===== config.mk =====
export PLATFORM = sky130hd
export DESIGN_NAME = perf_counter_sequencer
export DESIGN_NICKNAME = d
export VERILOG_FILES = /design/src/rtl/perf_counter_sequencer.sv
export SDC_FILE = /design/constraint.sdc
export NUM_CORES = 1
export LEC_CHECK = 0
export CAP_MARGIN = 20
export CORE_ASPECT_RATIO = 1.5
export CORE_MARGIN = 3
export CORE_UTILIZATION = 55
export DETAILED_ROUTE_END_ITERATION = 10
export GPL_TIMING_DRIVEN = 0
export MAX_ROUTING_LAYER = met4
export PLACE_DENSITY_LB_ADDON = 0.25
export SLEW_MARGIN = 10
export SYNTH_ARGS = -nofsm -noshare
export SYNTH_HDL_FRONTEND = slang
export SYNTH_SLANG_ARGS = --single-unit
export TNS_END_PERCENT = 30

===== constraint.sdc =====
create_clock -name clk -period 7.8 [get_ports clk]
set_clock_uncertainty 0.2 [all_clocks]
set_input_delay 0.78 -clock clk [delete_from_list [all_inputs] [get_ports clk]]
set_output_delay 0.78 -clock clk [all_outputs]
set_load 0.1 [all_outputs]

===== src/rtl/perf_counter_sequencer.sv =====
// Avalon-MM master that turns per-section start/stop/clear pulses into counter
// control writes and performs a rollover-safe snapshot read of one section.
module perf_counter_sequencer #(
    parameter int READ_LATENCY = 1
) (
    input  logic        clk,
    input  logic        reset_n,
    input  logic [3:0]  start_req,
    input  logic [3:0]  stop_req,
    input  logic        clr_req,
    input  logic        snap_req,
    input  logic [1:0]  snap_sel,
    output logic        snap_ready,
    output logic        snap_valid,
    output logic [63:0] snap_time,
    output logic [31:0] snap_events,
    output logic        busy,
    output logic [3:0]  avm_address,
    output logic        avm_write,
    output logic        avm_read,
    output logic [31:0] avm_writedata,
    input  logic [31:0] avm_readdata,
    input  logic        avm_waitrequest
);

    // state  | meaning
    // IDLE   | arbitrate: clear > section writes (round-robin) > snapshot
    // WRITE  | hold write command until accepted
    // RD_HI1 | read time hi (first)
    // RD_LO  | read time lo
    // RD_HI2 | read time hi again, compare with first
    // RD_LO2 | hi moved between reads: re-read time lo
    // RD_EVT | read event counter
    // DONE   | publish snapshot result
    typedef enum logic [2:0] {
        IDLE, WRITE, RD_HI1, RD_LO, RD_HI2, RD_LO2, RD_EVT, DONE
    } state_t;

    localparam logic [1:0] LAT_INIT = 2'(READ_LATENCY - 1);

    state_t      state;
    logic [3:0]  pend_start, pend_stop;
    logic        pend_clr;
    logic [1:0]  rr, g_sec, snap_sec, lat_cnt;
    logic        g_clr, g_stop, rd_wait;
    logic [31:0] hi1, hi2, lo, evt;

    logic        sec_found, accept, nxt_idle, clr_clr_mask;
    logic [1:0]  sec_grant, rr_idx;
    logic [3:0]  clr_start_mask, clr_stop_mask;
    logic [3:0]  pend_start_nxt, pend_stop_nxt;
    logic        pend_clr_nxt;

    always_comb begin
        sec_found = 1'b0;
        sec_grant = rr;
        rr_idx    = rr;
        for (int i = 0; i < 4; i++) begin
            rr_idx = rr + 2'(i);
            if (!sec_found && (pend_start[rr_idx] || pend_stop[rr_idx])) begin
                sec_found = 1'b1;
                sec_grant = rr_idx;
            end
        end
    end

    always_comb begin
        accept         = (state == WRITE) && !avm_waitrequest;
        clr_clr_mask   = 1'b0;
        clr_start_mask = 4'b0;
        clr_stop_mask  = 4'b0;
        if (accept) begin
            if (g_clr)
                clr_clr_mask = 1'b1;
            else if (g_stop)
                clr_stop_mask[g_sec] = 1'b1;
            else
                clr_start_mask[g_sec] = 1'b1;
        end
        // a new pulse on the accept edge survives the clear
        pend_start_nxt = (pend_start & ~clr_start_mask) | start_req;
        pend_stop_nxt  = (pend_stop & ~clr_stop_mask) | stop_req;
        pend_clr_nxt   = (pend_clr & ~clr_clr_mask) | clr_req;
        nxt_idle = (state == IDLE && !(pend_clr || sec_found || snap_req)) ||
                   accept || (state == DONE);
    end

    always_ff @(posedge clk or negedge reset_n) begin
        if (!reset_n) begin
            state         <= IDLE;
            pend_start    <= 4'b0;
            pend_stop     <= 4'b0;
            pend_clr      <= 1'b0;
            rr            <= 2'd0;
            g_sec         <= 2'd0;
            g_clr         <= 1'b0;
            g_stop        <= 1'b0;
            snap_sec      <= 2'd0;
            lat_cnt       <= 2'd0;
            rd_wait       <= 1'b0;
            hi1           <= 32'b0;
            hi2           <= 32'b0;
            lo            <= 32'b0;
            evt           <= 32'b0;
            snap_ready    <= 1'b1;
            snap_valid    <= 1'b0;
            snap_time     <= 64'b0;
            snap_events   <= 32'b0;
            busy          <= 1'b0;
            avm_address   <= 4'b0;
            avm_write     <= 1'b0;
            avm_read      <= 1'b0;
            avm_writedata <= 32'b0;
        end else begin
            pend_start <= pend_start_nxt;
            pend_stop  <= pend_stop_nxt;
            pend_clr   <= pend_clr_nxt;
            snap_ready <= nxt_idle;
            busy       <= !nxt_idle || pend_clr_nxt || (|pend_start_nxt) || (|pend_stop_nxt);
            snap_valid <= 1'b0;

            case (state)
                IDLE: begin
                    if (pend_clr) begin
                        g_clr         <= 1'b1;
                        avm_address   <= 4'd0;
                        avm_writedata <= 32'd1;
                        avm_write     <= 1'b1;
                        state         <= WRITE;
                    end else if (sec_found) begin
                        g_clr         <= 1'b0;
                        g_sec         <= sec_grant;
                        g_stop        <= pend_stop[sec_grant];
                        avm_address   <= {sec_grant, 1'b0, ~pend_stop[sec_grant]};
                        avm_writedata <= 32'd0;
                        avm_write     <= 1'b1;
                        state         <= WRITE;
                    end else if (snap_req) begin
                        snap_sec    <= snap_sel;
                        avm_address <= {snap_sel, 2'b01};
                        avm_read    <= 1'b1;
                        rd_wait     <= 1'b0;
                        state       <= RD_HI1;
                    end
                end
                WRITE: begin
                    if (!avm_waitrequest) begin
                        avm_write <= 1'b0;
                        if (!g_clr)
                            rr <= g_sec + 2'd1;
                        state <= IDLE;
                    end
                end
                RD_HI1, RD_LO, RD_HI2, RD_LO2, RD_EVT: begin
                    if (!rd_wait) begin
                        if (!avm_waitrequest) begin
                            avm_read <= 1'b0;
                            rd_wait  <= 1'b1;
                            lat_cnt  <= LAT_INIT;
                        end
                    end else if (lat_cnt != 2'd0) begin
                        lat_cnt <= lat_cnt - 2'd1;
                    end else begin
                        rd_wait <= 1'b0;
                        case (state)
                            RD_HI1: begin
                                hi1         <= avm_readdata;
                                avm_address <= {snap_sec, 2'b00};
                                avm_read    <= 1'b1;
                                state       <= RD_LO;
                            end
                            RD_LO: begin
                                lo          <= avm_readdata;
                                avm_address <= {snap_sec, 2'b01};
                                avm_read    <= 1'b1;
                                state       <= RD_HI2;
                            end
                            RD_HI2: begin
                                hi2      <= avm_readdata;
                                avm_read <= 1'b1;
                                if (avm_readdata == hi1) begin
                                    avm_address <= {snap_sec, 2'b10};
                                    state       <= RD_EVT;
                                end else begin
                                    avm_address <= {snap_sec, 2'b00};
                                    state       <= RD_LO2;
                                end
                            end
                            RD_LO2: begin
                                lo          <= avm_readdata;
                                avm_address <= {snap_sec, 2'b10};
                                avm_read    <= 1'b1;
                                state       <= RD_EVT;
                            end
                            default: begin
                                evt   <= avm_readdata;
                                state <= DONE;
                            end
                        endcase
                    end
                end
                DONE: begin
                    snap_time   <= {hi2, lo};
                    snap_events <= evt;
                    snap_valid  <= 1'b1;
                    state       <= IDLE;
                end
                default: state <= IDLE;
            endcase
        end
    end

endmodule


Yosys cells after proc, flatten, opt, wreduce, memory -nomap -nowiden
Index checks and enable logic that the tools add are counted.

Register bits after elaboration: 288. Latch bits: 0. Bits in writable memories: 0. Memory bits (read-only): 0. Input bits: 47. Word-level logic and storage cells: 199. Memories: 0.

Add/sub/neg operators: 5. $mul: 0. Div/mod/pow operators: 0. $lt $le $gt $ge: 7. Equal/unequal tests: 22. Shift operators: 0. Multiplexer cells: 78. Bitwise gates (word level): 16. Reduce and logical (&&, ||, !) cells: 47.

Operators by type and width (number): two-way mux 32 bit (2); two-way mux 4 bit (11); two-way mux 1 bit (34); == test 32 bit (1); AND reduction 4 bit (7); case mux 3 bit (4 select lines) (2); binary-select mux 1 bit (select 2 bit) (9); less-than comparator 2 x 3 -> 1 bit, second input constant (6); two-way mux 3 bit (6); two-way mux 2 bit (8); case mux 4 bit (4 select lines) (1); == test 3 bit, second input constant (4); != test 2 bit, second input constant (6); != test 3 bit, second input constant (4); AND reduction 3 bit (4); OR reduction 4 bit (3); logical OR 1 bit (11); AND 4 bit (2); NOT 1 bit (8); NOT 4 bit (2); bitwise OR 4 bit (2); case mux 4 bit (2 select lines) (1); nonzero test 2 bit (4); AND reduction 7 bit (1); other kinds (20) (36).

Longest topological paths before layout
Word-level depth: 23. Depth in mapped cells: 7. Gate-level depth less buffers: 7.

Least setup slack after synthesis
No wires, ideal clock.

Path kind: input to register. From: input port avm_waitrequest. To: register busy. Setup time: 138 ps. Arrival: 2871 ps. Data required time: 7462 ps. Slack: 4591 ps. Stages on the path: 5. Path through: or4b_4 > or4b_1 > a21o_1 > or4_1 > or4b_1.

Longest elaborated chain between the ends: 9.

Ends and longest elaborated chain: start, declared (line 23) `input logic avm_waitrequest`; logical NOT 1 bit; logical AND 1 bit (line 68) `accept = (state == WRITE) && !avm_waitrequest;`; two-way mux 4 bit (line 72) `if (accept) begin`; NOT 4 bit (line 81) `pend_start_nxt = (pend_start & ~clr_start_mask) | start_req;`; AND 4 bit (line 81); bitwise OR 4 bit (line 81); via pend_start_nxt[2] (line 51) `logic [3:0] pend_start_nxt, pend_stop_nxt;`; OR reduction 4 bit (line 119) `busy <= !nxt_idle || pend_clr_nxt || (|pend_start_nxt) || (|pend_stop_nxt);`; logical OR 1 bit (2 in series) (line 119); end signal, assigned (line 119); end, declared (line 17) `output logic busy,`.

The timed path passes the listed nets, and every way through them passes these cells. A chain may end at the register's enable or synchronous reset.

Worst setup path after layout
Same ends and word-level chain as after synthesis.

==> impl_results.md <==
* Status: finished, final reports clean
* Initial antenna violation count at 0
* Crit. Startpoint: avm_waitrequest
* Die area at 21300 um2
* Clock root cell: clkbuf_16
* Fraction of layout cells with a size suffix above 1 at 18.2%
* Routed via count at 7604
* Post-layout min period at 3.47 ns
* Routed WL at 25.8 mm
* First-pass GRT wire length at 41.4 mm
* Area growth from synthesis to layout at 26.1%
* Reg2reg start: lat_cnt[0]
* Clk Latency, worst-skew pair at 0.51 ns
* Pleak at 6.57 nW
* Worst hold path type: primary input to async pin
* Fin crit share at 44.4%
* Die Wd at 120 um
* Synth Area in Compound Gates at 4.15%
* HPWL after DPL at 18.1 mm
* Xor and xnor area share after synthesis at 2.69%
* Prevailing post-synth register cell: dfrtp_1
* CP Class: primary input to flop
* Slew Limit Fails at 0
* Post-Syn Area at 10700 um2
* Hold-fix buffers, CTS at 0
* Placed Cells at 1393
* Row cnt at 62
* I/O pin cnt at 184
* Mux cell area share after synthesis at 14.3%
* Commonest cells after routing, fill and taps aside: 301 x nand2_1, 255 x dfrtp_1, 151 x clkdlybuf4s50_1
* Nets at 1215
* Commonest non-fill, non-tap cell in the layout: nand2_1
* ANT nets after route at 0
* Pre-CTS WS at 3.86 ns
* Ys async rst share at 100%
* Drt first pass iters at 5
* CP endpoint kind: flop
* FMAX at 288 MHz
* Initial DRC Count at 403
* Post-CTS setup buffer count at 0
* H-tree depth at 1
* Clk buf depth at 3
* Largest net degree at the start of global routing at 116
* Cts repair resizes at 0
* # setup viols final at 0
* Synth cell types at 55
* Vias in the first global route at 7944
* Diodes inserted at 0
* Vias per inst at 5.31
* Non-Filler Instances at 1433
* Syn Area/Cell at 11.3 um2
* Fillcell total at 1446
* Slew @ Worst Pin at 1.04 ns
* RSZ-0062 raised after global routing: no
* Routability Congestion at 0.906
* Yosys reg bits at 256
* Register area share after synthesis at 59.7%
* Number of port buffers at 152
* Drt drc at 0
* Total CTS buffers at 24
* EDFF count, synth at 0
* Worst path required time at 7.97 ns
* Post-Synth Adder-Cell Area at 0.583%
* Critical-path maximum fanout at 6
* CORE AREA at 19200 um2
* DIE HEIGHT at 177 um
* Max VDD drop at 0.135 mV
* Initial Util at 56.0%
* Simple-gate share of the synthesized area at 14.5%
* Synth Warn # at 0
* Largest family of logic cells by synthesized area: simple AND/OR/NAND/NOR gates
* Clk sinks at 256
* Critical Path Start Type: primary input
* Max-Cap Viols at 0
* Post-synthesis cell count at 952
* Final hold violation count at 0
* Slew HR at 30.5%
* Worst setup margin at 4.33 ns
* Wirelength per Cell at 18.0 um
* GR Util All Layers at 25.3%
* GRT overflow at 0
* CTS tree: done
* Clk pin slew, worst setup/hold paths at 0.06 ns
* PwrDens at 225 nW/um2
* Worst path arrival time at 3.64 ns
## state kept, by name, summed over array words and instances, names as in the netlist
signal and count:
avm_address 4, avm_read 1, avm_write 1, avm_writedata 1, busy 1, evt 32
g_sec 2, g_stop 1, hi1 32, hi2 32, lat_cnt 2, lo 32
pend_clr 1, pend_start 4, pend_stop 4, rd_wait 1, rr 2, snap_events 32
snap_ready 1, snap_sec 2, snap_time 64, snap_valid 1, state 3
## stage by stage
| stage | TNS [ns] | hold WS [ns] | instance area, um2 | power (mW) | utilization (%) |
|---|---|---|---|---|---|
| 6_report | 0 | 0.00599 | 13500 | 3.04 | 70.7 |
| 2_1_floorplan | 0 | 0.233 | 10900 | 1.76 | - |
| 3_3_place_gp | -1267.76 | 0.242 | 12700 | 1.89 | 66.2 |
| 3_5_place_dp | 0 | 0.247 | 12800 | 1.90 | 66.6 |
| 5_1_grt | 0 | 0.0250 | 13500 | 3.15 | 70.7 |
| 4_1_cts | 0 | 0.0187 | 13500 | 3.06 | 70.7 |
## logic make-up after synthesis
logic type               after synthesis
multiplexers                         137
adder cells (fa/ha/maj)                5
XOR/XNOR                              33
AO/OA/AOI/OAI                         67
AND/OR/NAND/NOR                      371
flip-flops                           256
other                                  1
buffers and inverters                 82
## power by group
group,switching (mW),total [mW],leakage [nW],internal [mW]
logic,0.332,0.485,2.78,0.153
registers,0.0348,1.40,3.42,1.37
clock network,0.483,1.16,0.381,0.672
total,0.850,3.04,6.57,2.19
## cells in the mapped netlist (all sizes together) (3+ instances only)
cell,number,share of area (%)
nand2,301,11
nand3,7,0.33
nand4b,4,0.33
mux2i,4,0.37
o32ai,4,0.33
inv,8,0.28
clkbuf,32,1.1
a21oi,9,0.42
o21ai,22,1.0
a21o,10,0.70
buf,42,2.7
a21boi,3,0.21
nor3,7,0.33
or4,4,0.28
and2,4,0.23
nand4,9,0.52
nor2,16,0.56
xnor2,32,2.6
nor4,3,0.17
mux2,133,14
or4b,5,0.50
dfrtp,255,59
ha,5,0.58
## worst max-delay path: stages
cell	delay (ns)
clkdlybuf4s50_1	0.54
or4b_4	0.57
or4b_1	0.52
a21o_1	0.20
or4_1	0.55
or4b_1	0.47
## path summary, 6_finish.rpt
kind                                   end  slack, ns  depth (start not counted)
setup / recovery                      busy       4.33                          6
hold / removal             snap_events[25]      0.006                          1
setup reg to reg                    hi2[2]       4.57                          7
hold reg to reg              snap_time[28]       0.26                          2
max in group asynchronous           hi1[6]       6.13                          3
min in group clk             snap_time[28]       0.26                          2
## per-layer routing
layer / up-vias / global-route usage, % / wire [um]
li1: 3522 / - / -
met1: 3802 / 29.4 / 9890
met2: 237 / 45.8 / 14000
met3: 43 / 3.84 / 1310
met4: 0 / 6.50 / 601
met5: - / - / 0
## final cells by class
class,count,area (um2),area share [%]
Inverter,8,30.0,0.222
Timing Repair Buffer,155,1590,11.7
Multi-Input combinational cell,644,4010,29.6
Buffer,74,407,3.00
Sequential cell,256,6410,47.3
Clock buffer,34,719,5.31
Tap cell,256,320,2.37
Clock inverter,6,60.1,0.444
Note: power is estimated with default switching activity, not from simulation.
